==> config.mk <==
export PLATFORM = sky130hd
export DESIGN_NAME = gf180mcu_osu_sc_gp12t3v3__rrmux2_1
export DESIGN_NICKNAME = d
export VERILOG_FILES = /design/src/rtl/gf180mcu_osu_sc_gp12t3v3__rrmux2_1.sv
export SDC_FILE = /design/constraint.sdc
export NUM_CORES = 1
export LEC_CHECK = 0
export CAP_MARGIN = 20
export CELL_PAD_IN_SITES_DETAIL_PLACEMENT = 0
export CELL_PAD_IN_SITES_GLOBAL_PLACEMENT = 1
export CORE_MARGIN = 2
export CORE_UTILIZATION = 26
export CTS_CLUSTER_SIZE = 25
export DETAILED_ROUTE_END_ITERATION = 10
export PLACE_DENSITY_LB_ADDON = 0.1
export SLEW_MARGIN = 20
export SYNTH_ARGS = -nofsm -noshare
export SYNTH_HDL_FRONTEND = slang
export SYNTH_SLANG_ARGS = --single-unit
==> constraint.sdc <==
create_clock -name CLK -period 1.3 [get_ports CLK]
set_input_delay 0.13 -clock CLK [delete_from_list [all_inputs] [get_ports CLK]]
set_output_delay 0.13 -clock CLK [all_outputs]
set_load 0.1 [all_outputs]
==> src/rtl/gf180mcu_osu_sc_gp12t3v3__rrmux2_1.sv <==
// Two-source round-robin packet mux with a registered output stage.
// A multi-beat packet holds the grant until its last beat has transferred.
module gf180mcu_osu_sc_gp12t3v3__rrmux2_1 #(
    parameter int WIDTH = 8
) (
    input  logic             CLK,
    input  logic             RN,
    input  logic             A_valid,
    input  logic [WIDTH-1:0] A_data,
    input  logic             A_last,
    output logic             A_ready,
    input  logic             B_valid,
    input  logic [WIDTH-1:0] B_data,
    input  logic             B_last,
    output logic             B_ready,
    output logic             Y_valid,
    output logic [WIDTH-1:0] Y_data,
    output logic             Y_last,
    output logic             Sel,
    input  logic             Y_ready
);

    // state  | meaning
    // IDLE   | between packets, round-robin arbitration using prio
    // LOCK_A | A is mid-packet, only A may transfer
    // LOCK_B | B is mid-packet, only B may transfer
    typedef enum logic [1:0] {
        IDLE   = 2'd0,
        LOCK_A = 2'd1,
        LOCK_B = 2'd2
    } state_t;

    state_t state, state_next;
    logic   prio, prio_next;
    logic   grant_a, grant_b;
    logic   load, xfer_a, xfer_b;

    assign load    = ~Y_valid | Y_ready;
    // RN gating keeps the readies low while reset holds Y_valid at 0.
    assign A_ready = RN & load & grant_a;
    assign B_ready = RN & load & grant_b;
    assign xfer_a  = A_valid & A_ready;
    assign xfer_b  = B_valid & B_ready;

    always_comb begin
        grant_a = 1'b0;
        grant_b = 1'b0;
        case (state)
            IDLE: begin
                grant_a = A_valid & (~B_valid | ~prio);
                grant_b = B_valid & (~A_valid | prio);
            end
            LOCK_A:  grant_a = A_valid;
            LOCK_B:  grant_b = B_valid;
            default: ;
        endcase
    end

    always_comb begin
        state_next = state;
        prio_next  = prio;
        if (state != IDLE && state != LOCK_A && state != LOCK_B) begin
            state_next = IDLE;
        end
        if (xfer_a) begin
            if (A_last) begin
                state_next = IDLE;
                prio_next  = 1'b1;
            end else begin
                state_next = LOCK_A;
            end
        end else if (xfer_b) begin
            if (B_last) begin
                state_next = IDLE;
                prio_next  = 1'b0;
            end else begin
                state_next = LOCK_B;
            end
        end
    end

    always_ff @(posedge CLK or negedge RN) begin
        if (!RN) begin
            state <= IDLE;
            prio  <= 1'b0;
        end else begin
            state <= state_next;
            prio  <= prio_next;
        end
    end

    always_ff @(posedge CLK or negedge RN) begin
        if (!RN) begin
            Y_valid <= 1'b0;
            Y_data  <= '0;
            Y_last  <= 1'b0;
            Sel     <= 1'b0;
        end else if (xfer_a) begin
            Y_valid <= 1'b1;
            Y_data  <= A_data;
            Y_last  <= A_last;
            Sel     <= 1'b0;
        end else if (xfer_b) begin
            Y_valid <= 1'b1;
            Y_data  <= B_data;
            Y_last  <= B_last;
            Sel     <= 1'b1;
        end else if (Y_ready) begin
            Y_valid <= 1'b0;
        end
    end

endmodule

# Yosys cells after proc, flatten, opt, wreduce, memory -nomap -nowiden
# Index checks and enable logic that the tools add are counted.
totals:
  ff_bits: 14
  latchBits: 0
  mem_bits_rw: 0
  mem_bits_ro: 0
  inputBits: 23
  output_inout_bits: 13
  wordCells: 54
  n_memories: 0
classes:
  addsub: 0
  n_mul: 0
  div_mod_pow: 0
  n_lt_le_gt_ge: 0
  eq_ne: 5
  n_shift: 0
  n_mux: 20
  bitwise: 14
  reduce_logical: 9
ops:
  columns: ["operator", "count"]
  rows:
  - ["2-to-1 mux 8 bit", 2]
  - ["2-to-1 mux 1 bit", 12]
  - ["2-to-1 mux 2 bit", 4]
  - ["AND 1 bit", 7]
  - ["nonzero test 2 bit", 3]
  - ["nonzero test 3 bit", 2]
  - ["!= test 2 bit, second input constant", 2]
  - ["NOT 1 bit", 4]
  - ["one-hot mux 1 bit (2 select lines)", 2]
  - ["bitwise OR 1 bit", 3]
  - ["AND reduction 3 bit", 1]
  - ["equality test 2 x 1 -> 1 bit, second input constant", 1]
  - ["equality test 2 bit, second input constant", 1]
  - ["logical AND 1 bit", 2]
  - ["zero test 2 bit", 1]
  - ["!= test 2 x 1 -> 1 bit, second input constant", 1]

# Depth between registers and ports, before layout
# Gate-level depths: netlist of the first run.
depth:
  word_depth: 8
  ltp_mapped: 5
  mapped_depth_nobuf: 4

# Worst setup path after synthesis of the first run
# Ideal clock, no wire load.
synth_path:
  path_kind: "flip-flop to flip-flop"
  from: "reg Y_valid"
  to: "reg Sel"
  setup_time_ns: 0.121
  t_arrival_ns: 2.043
  required_time_ns: 1.179
  path_slack_ns: -0.864
  path_stages_with_launch: 5
  n_path_buf: 0
  period_less_slack_ns: 2.164
  cell_sequence: "dfrtp_1 > nand2b_1 > nand4_2 > inv_1 > o21a_1"
synth_via:
  elab_chain_cells: 6
  word_cells_on_any_way: 9
  classes_between: "1 x mux; 7 x bitwise; 1 x reduce/logical"
synth_lines:
  columns: ["item", "line_no", "source"]
  rows:
  - ["from (decl)", "16", "output logic Y_valid,"]
  - ["from (signal assigned)", "94", "Y_valid <= 1'b0;"]
  - ["from (signal assigned)", "99", "Y_valid <= 1'b1;"]
  - ["from (signal assigned)", "104", "Y_valid <= 1'b1;"]
  - ["NOT 1 bit", "38", "assign load = ~Y_valid | Y_ready;"]
  - ["bitwise OR 1 bit", "38", null]
  - ["AND 1 bit (2 in series)", "41", "assign B_ready = RN & load & grant_b;"]
  - ["via B_ready", "15", "output logic B_ready,"]
  - ["AND 1 bit", "43", "assign xfer_b = B_valid & B_ready;"]
  - ["nonzero test 2 bit (no line)", null, null]
  - ["to (signal assigned)", "97", "Sel <= 1'b0;"]
  - ["to (signal assigned)", "102", "Sel <= 1'b0;"]
  - ["to (signal assigned)", "107", "Sel <= 1'b1;"]
  - ["to (decl)", "19", "output logic Sel,"]
# The timed path passes the listed nets, and every way through them passes these cells.
# A chain may end at the register's enable or synchronous reset.

# Final worst setup path of the first run
layout_path:
  from: "reg state[1]"
  to: "out B_ready"
layout_via:
  elab_chain_cells: 3
  word_cells_on_any_way: 4
  classes_between: "1 x eq/ne; 1 x mux; 1 x bitwise; 1 x reduce/logical"
layout_lines:
  columns: ["item", "line_no", "source"]
  rows:
  - ["from (decl)", "33", "state_t state, state_next;"]
  - ["from (signal assigned)", "87", "state <= state_next;"]
  - ["equality test 2 bit / zero test 2 bit (equally long branches)", "48", "case (state)"]
  - ["one-hot mux 1 bit (2 select lines) *", "48", null]
  - ["AND 1 bit *", "41", null]
  - ["to (decl)", "15", null]
# Every way passes the cells marked *; elsewhere a longest branch is shown, timed or not.

==> qor.yml, run 1 <==
outcome: "finished with violations"
failed_checks: "setup timing"
detailedPlacementHpwl_um: 1360
die_extent_in_x_um: 53.7
grt_util_met3: 0.0389
globalRouteMet1Util: 0.193
critPathKind: "register to primary output"
p_switching_w: 0.00171
initial_utilization: 0.266
power.combinational.fraction: 0.693
worstPathMaxFanout: 3
power_frac_clock: 0.075
cts.root.buffer_cell: "clkbuf_4"
design.die.area_um2: 2880
floorplan.die.height_um: 53.7
clock_skew_ps: 9.52
port_buffers: 35
place.gp.congestion: 0.798
drive_gt1_frac: 0.512
dp.cells: 139
dpl_cell_area_um2: 1250
finalSetupViolCount: 14
grt_pass1_wl_um: 2940
grt_max_degree: 11
route.detailed.vias_per_inst: 4.45
drtIter0Drc: 1
syn_inst: 64
pre_cts_slack_ps: -230
vias_in_the_first_global_route: 633
floorplan.rows: 18
worst_slack_setup_final_ps: -313
dr_total_vias: 689
synth.top_cell.area_share: 0.546
wirelength_um: 1940
antenna_found_initial: 0
rsz_0062_raised_after_global_routing: "yes"
synth.area.top_cells: "dfrtp_1, nor2_1, o22ai_1"
ys_seq_area_frac: 0.546
path_delay_family: "simple AND/OR/NAND/NOR gates"
worst_setup_hold_path_clk_slew_ps: 90
drt-wirelength-per-cell_um: 12.5
ys.warnings.count: 0
power.static_leakage_nw: 0.644
slowest_stage: "dfrtp_1"
drt_pass1_iterations: 4
timing.critical_path.from_type: "register"
finish.net_count: 149
core_region_area_um2: 2410
postSynthNetCount: 87
ys_seq_elements: 14
hold_violations: 0
globalRoute.busiestLayer: "met2"
timing.critical_path.required_ps: 1170
synth_area_per_cell_um2: 10.0
vdd.ir_drop.worst_v: 0.00148
detail_route.drc_violations: 0
cts-root-to-sink-buffers: 2
cp_data_arrival_time_ps: 1480
post-route-cell-area_um2: 1500
finalNonFillerCells: 155
hp-class: "input pin to asynchronous set/reset pin"
n_antenna_cell: 0
areaGrowthSynthToFinish_pct: 133
intPower_w: 0.00168
grt.met2_usage: 0.222
cp-end-kind: "primary output"
power_switching_share: 0.503
slew_at_the_pin_closest_to_its_max_slew_limit_ps: 281
globalRouteOverflowTotal: 0
tritoncts_clock_tree: "yes"
sequentialPowerShare: 0.232
worst_path_largest_cell_delay_ps: 420
final_slew_violations: 0
yosys.cell_types.count: 21
tritoncts.num_buffers: 3
timing.final.crit_period_ps: 1610
worst_hold_slack_across_all_endpoints_ps: 344
path_cells: "or3b_4 -> nand4_4 -> clkinvlp_4 -> buf_12"
pwr_cell_area_nw_per_um2: 2270
synth_top_cell_by_area: "dfrtp_1"
cap_violations: 0
max_freq_mhz: 620
cell_area_after_technology_mapping_um2: 642
htree_levels: 1
antenna_violating_nets_post_route: 0
worst_slew_slack_as_a_fraction_of_its_limit: 0.812
io_pins: 36
cts.sink_count: 14
timing.final.crit_share: 1.24
groute.usage.overall: 0.148
clk_latency_ps: 270
cp.buffers_inverters: 2
-- per-layer routing --
metal	wire length (um)	vias up
li1	-	349
met1	816	315
met2	985	21
met3	109	4
met4	33	0
met5	0	-
-- final timing paths --
kind | from | to | slack [ps] | cells after the start
setup reg to reg | Y_valid | Y_last | -200 | 8
min in group CLK | B_data[5] | Y_data[5] | 430 | 3
hold reg to reg | prio | prio | 580 | 2
hold / removal | RN | state[0] | 340 | 2
setup / recovery | state[1] | B_ready | -310 | 4
max in group asynchronous | RN | Sel | 770 | 3
-- synthesized netlist by cell type --
cell type and instances:
nor2b_2 1, nor2b_1 1, nand2b_1 1, o21ai_0 1
o22ai_1 8, buf_6 2, nand4_2 1, o21a_1 1
a31o_2 1, o22ai_2 1, nand2_1 2, o211a_1 1
buf_2 1, nand3b_1 1, dfrtp_1 14, nand4_1 3
inv_1 4, nor2_2 1, o32ai_1 1, or3b_1 1
nor2_1 17
-- metrics by stage --
step / power (W) / setup TNS (ps) / utilization
finish: 0.00339 / -2240 / 0.620
global route: 0.00355 / -3200 / 0.620
CTS: 0.00328 / -1200 / 0.570
detailed placement: 0.00291 / -2670 / 0.518
global placement: 0.00290 / -2340 / 0.518
floorplan: 0.00201 / -1080 / -
-- cell usage in the layout, fill, tap and decap left out --
cell	n
o32ai_1	1
clkbuf_16	1
nand2b_4	1
nor2_4	1
o21ai_0	1
dfrtp_4	1
nand2_1	2
buf_4	18
inv_2	1
dfrtp_1	13
nand3b_1	1
a31o_2	1
clkinvlp_4	2
nor2_2	6
clkbuf_4	3
nand4_4	1
o22ai_4	1
buf_6	4
o211a_1	1
buf_12	15
o22ai_2	5
o21a_1	1
nor2_1	11
clkbuf_1	1
or3b_4	1
nand4_1	3
o22ai_1	3
clkdlybuf4s50_1	22
inv_1	1
nor2b_2	2
-- registers in the layout, summed over array words and instances, names as in the netlist --
name     count
Sel          1
state        2
Y_data       8
Y_valid      1
Y_last       1
prio         1
-- power by group through the flow --
stage / sequential, W / combinational, W / clock (W)
6_report: 0.000787 / 0.00235 / 0.000254
5_1_grt: 0.000810 / 0.00245 / 0.000290
4_1_cts: 0.000775 / 0.00224 / 0.000271
3_5_place_dp: 0.000778 / 0.00213 / 0
3_3_place_gp: 0.000776 / 0.00212 / 0
2_1_floorplan: 0.00168 / 0.000334 / 0
-- cell families after synthesis --
group	count (synthesis)	synth area share
and+or+nand+nor	29	0.228
DFF	14	0.546
buffers and inverters	7	0.0663
AOI/OAI and AO/OA	14	0.160
-- final cells by class --
cell class,instances,area (um^2)
well taps,30,37.5
flip-flops and latches,14,354
repair buffers,60,726
multi-input cells,43,329
fillers,202,915
inverters,4,22.5
clock buffers,4,26.3
-- timing repair --
item | 4_1_cts | 5_1_grt
hold buffers | 0 | 0
pin swaps | 2 | 9
setup endpoints to repair | 9 | 14
buffers inserted | 6 | 6
gates cloned | 0 | 1
resized for setup | 10 | 16
-- worst register-to-register path: cells and delay by family (launching register included) --
family	cells	cell delay [ps]
AOI/OAI and AO/OA	1	140
buffers and inverters	4	510
DFF	1	490
and+or+nand+nor	3	240
No activity file was read; power rests on OpenSTA's default activity.
==> run 2, diff against run 1 <==
--- a/config.mk
+++ b/config.mk
@@ -5,11 +5,12 @@
 export SDC_FILE = /design/constraint.sdc
 export NUM_CORES = 1
 export LEC_CHECK = 0
-export CAP_MARGIN = 20
+export CAP_MARGIN = 10
 export CELL_PAD_IN_SITES_DETAIL_PLACEMENT = 0
 export CELL_PAD_IN_SITES_GLOBAL_PLACEMENT = 1
 export CORE_MARGIN = 2
 export CORE_UTILIZATION = 26
+export CTS_CLUSTER_DIAMETER = 120
 export CTS_CLUSTER_SIZE = 25
 export DETAILED_ROUTE_END_ITERATION = 10
 export PLACE_DENSITY_LB_ADDON = 0.1
==> results of run 2 <==
No change in the layout: final DEF, timing and power equal those of run 1.
